[config.mk]
export PLATFORM = sky130hd
export DESIGN_NAME = header_byte_loader
export DESIGN_NICKNAME = d
export VERILOG_FILES = /design/src/rtl/header_byte_loader.sv
export SDC_FILE = /design/constraint.sdc
export NUM_CORES = 1
export LEC_CHECK = 0
export BUFFER_PORTS_ARGS = -buffer_cell sky130_fd_sc_hd__buf_2
export CORE_MARGIN = 1
export CORE_UTILIZATION = 40
export DETAILED_ROUTE_END_ITERATION = 16
export PLACE_DENSITY = 0.67
export SETUP_SLACK_MARGIN = 0.2
export SLEW_MARGIN = 10
export SYNTH_ARGS = -nofsm -noshare
export SYNTH_HDL_FRONTEND = slang
export SYNTH_SLANG_ARGS = --single-unit
[constraint.sdc]
create_clock -name clk -period 1.6 [get_ports clk]
set_input_delay 0.08 -clock clk [delete_from_list [all_inputs] [get_ports clk]]
set_output_delay 0.08 -clock clk [all_outputs]
set_load 0.02 [all_outputs]
[src/rtl/header_byte_loader.sv]
// Framed host byte stream -> SHA-256 midstate and header-tail registers.
// Produces start/done handshake flags for the mining controller.
module header_byte_loader #(
   parameter int unsigned MID_BYTES  = 32,
   parameter int unsigned TAIL_BYTES = 12
) (
   input  logic                    clk,
   input  logic                    rst,
   input  logic                    byte_valid,
   input  logic [7:0]              byte_data,
   input  logic                    byte_sof,
   output logic                    start_found,
   output logic                    midstate_shifts_done,
   output logic                    remaining_shifts_done,
   output logic [8*MID_BYTES-1:0]  midstate,
   output logic [8*TAIL_BYTES-1:0] header_tail,
   output logic                    frame_err
);

   localparam int unsigned MID_W     = 8 * MID_BYTES;
   localparam int unsigned TAIL_W    = 8 * TAIL_BYTES;
   localparam int unsigned MAX_BYTES = (MID_BYTES > TAIL_BYTES) ? MID_BYTES : TAIL_BYTES;
   localparam int unsigned CNT_W     = $clog2(MAX_BYTES + 1);

   typedef enum logic [1:0] {
      WAIT_SOF   = 2'd0,
      SHIFT_MID  = 2'd1,
      SHIFT_TAIL = 2'd2,
      FULL       = 2'd3
   } state_t;

   state_t             state, state_d;
   logic [CNT_W-1:0]   byte_cnt, cnt_d;
   logic [MID_W-1:0]   mid_d;
   logic [TAIL_W-1:0]  tail_d;
   logic               start_d, mid_done_d, rem_done_d, err_d;

   // State, counter, shift registers and flags
   always_ff @(posedge clk) begin
      if (rst) begin
         state                 <= WAIT_SOF;
         byte_cnt              <= '0;
         midstate              <= '0;
         header_tail           <= '0;
         start_found           <= 1'b0;
         midstate_shifts_done  <= 1'b0;
         remaining_shifts_done <= 1'b0;
         frame_err             <= 1'b0;
      end else begin
         state                 <= state_d;
         byte_cnt              <= cnt_d;
         midstate              <= mid_d;
         header_tail           <= tail_d;
         start_found           <= start_d;
         midstate_shifts_done  <= mid_done_d;
         remaining_shifts_done <= rem_done_d;
         frame_err             <= err_d;
      end
   end

   // Next-state and next-output logic; a sof restarts the frame from any state
   always_comb begin
      state_d    = state;
      cnt_d      = byte_cnt;
      mid_d      = midstate;
      tail_d     = header_tail;
      start_d    = 1'b0;
      mid_done_d = midstate_shifts_done;
      rem_done_d = remaining_shifts_done;
      err_d      = frame_err;

      if (byte_valid && byte_sof) begin
         state_d    = SHIFT_MID;
         cnt_d      = '0;
         start_d    = 1'b1;
         mid_done_d = 1'b0;
         rem_done_d = 1'b0;
         err_d      = 1'b0;
      end else if (byte_valid) begin
         case (state)
            SHIFT_MID: begin
               mid_d = {midstate[MID_W-9:0], byte_data};
               if (byte_cnt == CNT_W'(MID_BYTES - 1)) begin
                  cnt_d      = '0;
                  mid_done_d = 1'b1;
                  state_d    = SHIFT_TAIL;
               end else begin
                  cnt_d = byte_cnt + CNT_W'(1);
               end
            end
            SHIFT_TAIL: begin
               tail_d = {header_tail[TAIL_W-9:0], byte_data};
               if (byte_cnt == CNT_W'(TAIL_BYTES - 1)) begin
                  cnt_d      = '0;
                  rem_done_d = 1'b1;
                  state_d    = FULL;
               end else begin
                  cnt_d = byte_cnt + CNT_W'(1);
               end
            end
            default: err_d = 1'b1; // WAIT_SOF or FULL: byte is discarded
         endcase
      end
   end

endmodule

### Word level (Yosys, flattened, before mapping)

Index checks and enable logic that the tools add are counted.

* bits in registers: 364
* input bits: 12
* logic and storage cells: 43

* add/subtract/negate cells: 1
* eq/ne operators: 8
* mux-type cells: 9
* bitwise gates (word level): 2
* reductions and logical operators: 14

Operator list (count)
* 2-to-1 mux 6 bit: 2
* one-hot mux 6 bit (2 select lines): 1
* AND reduction 3 bit: 4
* AND reduction 4 bit: 2
* adder 6 x 1 -> 6 bit, second input constant: 1
* equality test 6 x 4 -> 1 bit, second input constant: 1
* equality test 6 x 5 -> 1 bit, second input constant: 1
* != test 3 bit, second input constant: 2
* 2-to-1 mux 2 bit: 2
* != test 2 bit, second input constant: 2
* one-hot mux 2 bit (2 select lines): 1
* AND reduction 2 bit: 2
* nonzero test 2 bit: 2
* OR reduction 2 bit: 2
* 2-to-1 mux 1 bit: 3
* nonzero test 3 bit: 1
* equality test 2 x 1 -> 1 bit, second input constant: 1
* equality test 2 bit, second input constant: 1
* NOT 1 bit: 2
* logical AND 1 bit: 1

### Longest topological paths before layout

* depth after elaboration: 5
* depth in mapped cells: 8
* mapped depth without buffers: 5

### Worst setup path after synthesis

Ideal clock, no wire load.

* path kind: register to register
* from: register state[0]
* to: register byte_cnt[5]
* arrival: 1444 ps
* required time: 1520 ps
* setup slack: 76 ps
* stages on the path, launching flop included: 6
* buffers on the path: 0
* period minus slack after synthesis: 1524 ps
* path through: dfxtp_1 > inv_1 > ha_1 > nand4b_1 > or3_1 > a211oi_2

* word-level cells in the longest chain between the ends: 3

RTL lines
* start, declared: RTL line 32 `state_t state, state_d;`
* start signal, assigned: RTL line 50 `state <= state_d;`
* equality test 2 bit / equality test 2 x 1 -> 1 bit (equally long branches): RTL line 80 `case (state)`
* nonzero test 2 bit (no source line)
* AND reduction 2 bit (no source line)
* end signal, assigned: RTL line 51 `byte_cnt <= cnt_d;`
* end, declared: RTL line 33 `logic [CNT_W-1:0] byte_cnt, cnt_d;`

Several ways; a longest one is shown, not always the timed one.
A chain may end at the register's enable or synchronous reset.

### Worst setup path after layout

* from: register state[0]
* to: register midstate[245]

* word-level cells in the longest chain between the ends: 2

RTL lines
* equality test 2 x 1 -> 1 bit: RTL line 80
* AND reduction 3 bit (no source line)
* end signal, assigned: RTL line 52 `midstate <= mid_d;`
* end, declared: RTL line 15 `output logic [8*MID_BYTES-1:0] midstate,`

Every way passes these cells.

==> metrics.md <==
| Metric | Value |
|---|---|
| Worst-path fanout max | 10 |
| Initial antenna violation count | 0 |
| First-pass GRT wire length | 58500 um |
| Number of flops mapped to enable cells by yosys | 0 |
| TritonCTS Sinks | 364 |
| Initial cell density of the core | 41.1% |
| Number of routed nets with antenna violations | 0 |
| Final Slew Violations | 0 |
| CTS root buffer | clkbuf_16 |
| Synth top area share | 57.4% |
| Post-Layout Cell Count | 2422 |
| Met2 WL post-DR | 19000 um |
| RR Endpoint | midstate[245]$_SDFFE_PP0P_ |
| Dpl cells | 2294 |
| Clock transition at path regs | 0.06 ns |
| Reg-to-reg startpoint | state[0]$_SDFFE_PP0P_ |
| Worst min path class | primary input to register |
| Residual DRC | 0 |
| Die H | 180 um |
| Via count | 12200 |
| Crit end category | register |
| Int Power | 0.0145 W |
| Synth Area per Inst | 7.97 sq um |
| Hold Vio Cnt, Final | 0 |
| Worst Hold Launch | byte_valid |
| First drt pass iteration count | 5 |
| Seq pwr share | 49.1% |
| Sw power | 0.00397 W |
| PD cells | 1040 nW/um^2 |
| Reg2Reg Depth | 8 |
| Vias in the first global route | 10900 |
| Worst Slack Setup Final | 0.0375 ns |
| Met1 WL | 17200 um |
| Asr flop ratio synth | 0% |
| WS Path Type | register to register |
| Worst path arrival time | 2.00 ns |
| Most frequent cells after synthesis | 707 x nand2_1, 364 x dfxtp_1, 359 x a21oi_1 |
| DRT iter0 DRCs | 709 |
| Wire per inst | 16.6 um |
| Distinct cells, synth | 32 |
| Crit-path slowest cell | dfxtp_2 |
| Post-DP HPWL | 25000 um |
| Crit start category | register |
| Layout fillers | 2820 |
| Ratio of cells with drive above 1 in the final layout | 29.7% |
| Total grt overflow | 0 |
| IO Pins | 368 |
| R2R Setup Slk | 0.04 ns |
| Worst-case clock buffer depth | 3 |
| Worst path cell trace | buf_6, ha_4, nand3b_1, buf_6, buf_12, buf_6, nand2_1, a21oi_1 |
| Mapped Area | 12700 sq um |
| Area contributors post-synth | dfxtp_1 57%, nand2_1 21%, a21oi_1 14% |
| N_diodes | 0 |
| Avg Vias per Cell | 5.03 |
| Slowest cell delay on critical path | 0.32 ns |
| Worst Hold End | state[0]$_SDFFE_PP0P_ |
| Register bit count reported by yosys | 364 |
| Routability Congestion | 0.860 |
| Largest area contributor in the netlist | dfxtp_1 |
| Slew margin rel. | 68.5% |
| Count leader, synth | nand2_1 |
| Routed wl met3 | 2810 um |
| Most used cell, CP | buf_6 |
| Core Box Area | 30900 sq um |
| Post-Synthesis Cells | 1593 |
| Clk pwr share | 47.5% |
| Combinational power share | 3.4% |
| Top sig layer | met4 |
| Warning count from the yosys run | 0 |
| Largest net degree at the start of global routing | 105 |
| # rows | 64 |
| Die X | 180 um |
| Final nets | 2015 |
| CTS Buf Count | 39 |
| CP required | 2.04 ns |
| H-tree levels | 2 |
| Post-synthesis sequential area ratio | 57.4% |
| DIE AREA | 32400 sq um |
| Placed Area | 15300 sq um |
| Syn nets | 1608 |
| Max-cap viol count | 0 |
| Peak supply drop | 608 uV |
| DRT Wirelength | 40200 um |
| Clk_skew | 0.00970 ns |
| LEAKAGE | 7.40 nW |
| Switching part of the total | 21.5% |
| Clock Latency Late Sink | 0.51 ns |
| Final Setup Violations | 0 |
| RSZ-0062 raised after global routing | yes |
| IO buf count | 367 |
| Gr usage total | 21.9% |
| Least-Margin Pin Slew | 0.473 ns |
| Top_reg_cell synth | dfxtp_1 |
| Minimum clock period after layout | 1.56 ns |
| Fmax | 0.640 GHz |
| Fin area | 17800 sq um |
| Post-route clock period utilization | 97.7% |
| Dpl ws | 0.0292 ns |
| Synthesis-to-layout area growth | 40.5% |
| CTS tree | built |
| Overall power | 0.0185 W |
| Hold path cells | 3 |
| Status | completed |
| Final Util | 57.7% |
-- critical path, delay by kind of cell, from the launching register on --
family / cells / cell delay [ns]
AO/OA/AOI/OAI: 1 / 0.16
adder cells (fa/ha/maj): 1 / 0.16
buffers and inverters: 4 / 0.61
flip-flops: 1 / 0.32
AND/OR/NAND/NOR: 2 / 0.20
-- routing by layer --
metal,vias up,global-route usage [%]
met5,-,0
met4,0,8.03
met3,80,5.36
met2,418,36.3
met1,5708,27.7
li1,5971,-
-- cells by family (layout without fill, tap and decap cells) --
family / Yosys count / in the layout / synth area share (%)
AND/OR/NAND/NOR: 731 / 731 / 22.2
XOR/XNOR: 1 / 1 / 0.0690
flip-flops: 364 / 364 / 57.4
adder cells (fa/ha/maj): 3 / 3 / 0.296
AO/OA/AOI/OAI: 369 / 369 / 14.8
buffers and inverters: 124 / 557 / 5.11
multiplexers: 1 / 1 / 0.0789
-- registers in the layout (all words and copies together), names as in the netlist --
register and count:
midstate_shifts_done 1, header_tail 96, start_found 1, frame_err 1, midstate 256, state 2, remaining_shifts_done 1, byte_cnt 6
-- how the worst max path moves through the flow --
stage | start | to | slack [ns] | cells after the start
final | state[0]$_SDFFE_PP0P_ | midstate[245]$_SDFFE_PP0P_ | 0.04 | 8
after global routing | state[0]$_SDFFE_PP0P_ | midstate[148]$_SDFFE_PP0P_ | -0.02 | 8
after CTS | state[1]$_SDFFE_PP0P_ | midstate[56]$_SDFFE_PP0P_ | 0.07 | 7
after detailed placement | state[0]$_SDFFE_PP0P_ | byte_cnt[3]$_SDFFE_PP0P_ | 0.03 | 5
after global placement | state[1]$_SDFFE_PP0P_ | midstate[46]$_SDFFE_PP0P_ | 0.07 | 7
after floorplan | state[0]$_SDFFE_PP0P_ | byte_cnt[5]$_SDFFE_PP0P_ | 0.17 | 5
-- cell usage in the layout, fill, tap and decap left out, types with 2 or more instances in the layout --
master / n
nand2_2: 13
a21oi_1: 328
nand2_1: 686
o21ai_0: 4
buf_8: 3
clkinv_2: 4
ha_4: 2
clkbuf_1: 7
nor2b_1: 2
inv_1: 3
dlygate4sd3_1: 11
buf_2: 366
nor2_1: 3
and4b_1: 2
dfxtp_2: 2
or3_1: 2
buf_6: 11
clkbuf_8: 11
clkinvlp_4: 4
nand2_4: 8
buf_16: 11
dfxtp_1: 362
a21oi_2: 31
buf_12: 26
nand3b_1: 3
clkbuf_16: 63
a211oi_2: 2
buf_4: 36
-- area by class of cell --
| type | count | area (sq um) | area share [%] |
|---|---|---|---|
| sequential | 364 | 7290 | 40.9 |
| multi-input combinational | 1105 | 5010 | 28.1 |
| timing repair buffer | 486 | 3750 | 21.1 |
| clock buffer | 59 | 1200 | 6.75 |
| tap | 396 | 495 | 2.78 |
| clock inverter | 8 | 50.0 | 0.281 |
| inverter | 4 | 15.0 | 0.0842 |
-- power groups by stage --
| stage | clock (W) | combinational (W) | sequential [W] |
|---|---|---|---|
| 6_report | 0.00878 | 0.000631 | 0.00908 |
| 5_1_grt | 0.00936 | 0.000668 | 0.00907 |
| 4_1_cts | 0.00897 | 0.000510 | 0.00908 |
| 3_5_place_dp | 0 | 0.000448 | 0.00928 |
| 3_3_place_gp | 0 | 0.000447 | 0.00928 |
| 2_1_floorplan | 0 | 0.000262 | 0.00929 |
-- per-stage QoR --
stage               hold WS, ns  TNS [ns]
floorplan                 0.216         0
global placement          0.335         0
detailed placement        0.340         0
CTS                      0.0223         0
global route             0.0465   -0.0307
finish                   0.0458         0
-- timing repair --
| item | CTS | global route |
|---|---|---|
| hold buffers | 11 | 0 |
| pin swaps | 2 | 29 |
| resized for setup | 12 | 84 |
| endpoints found under the hold margin | 37 | 0 |
| cloned | 3 | 27 |
| setup endpoints to repair | 331 | 361 |
| buffers inserted | 9 | 11 |
Power figures use the tool's default switching activity.
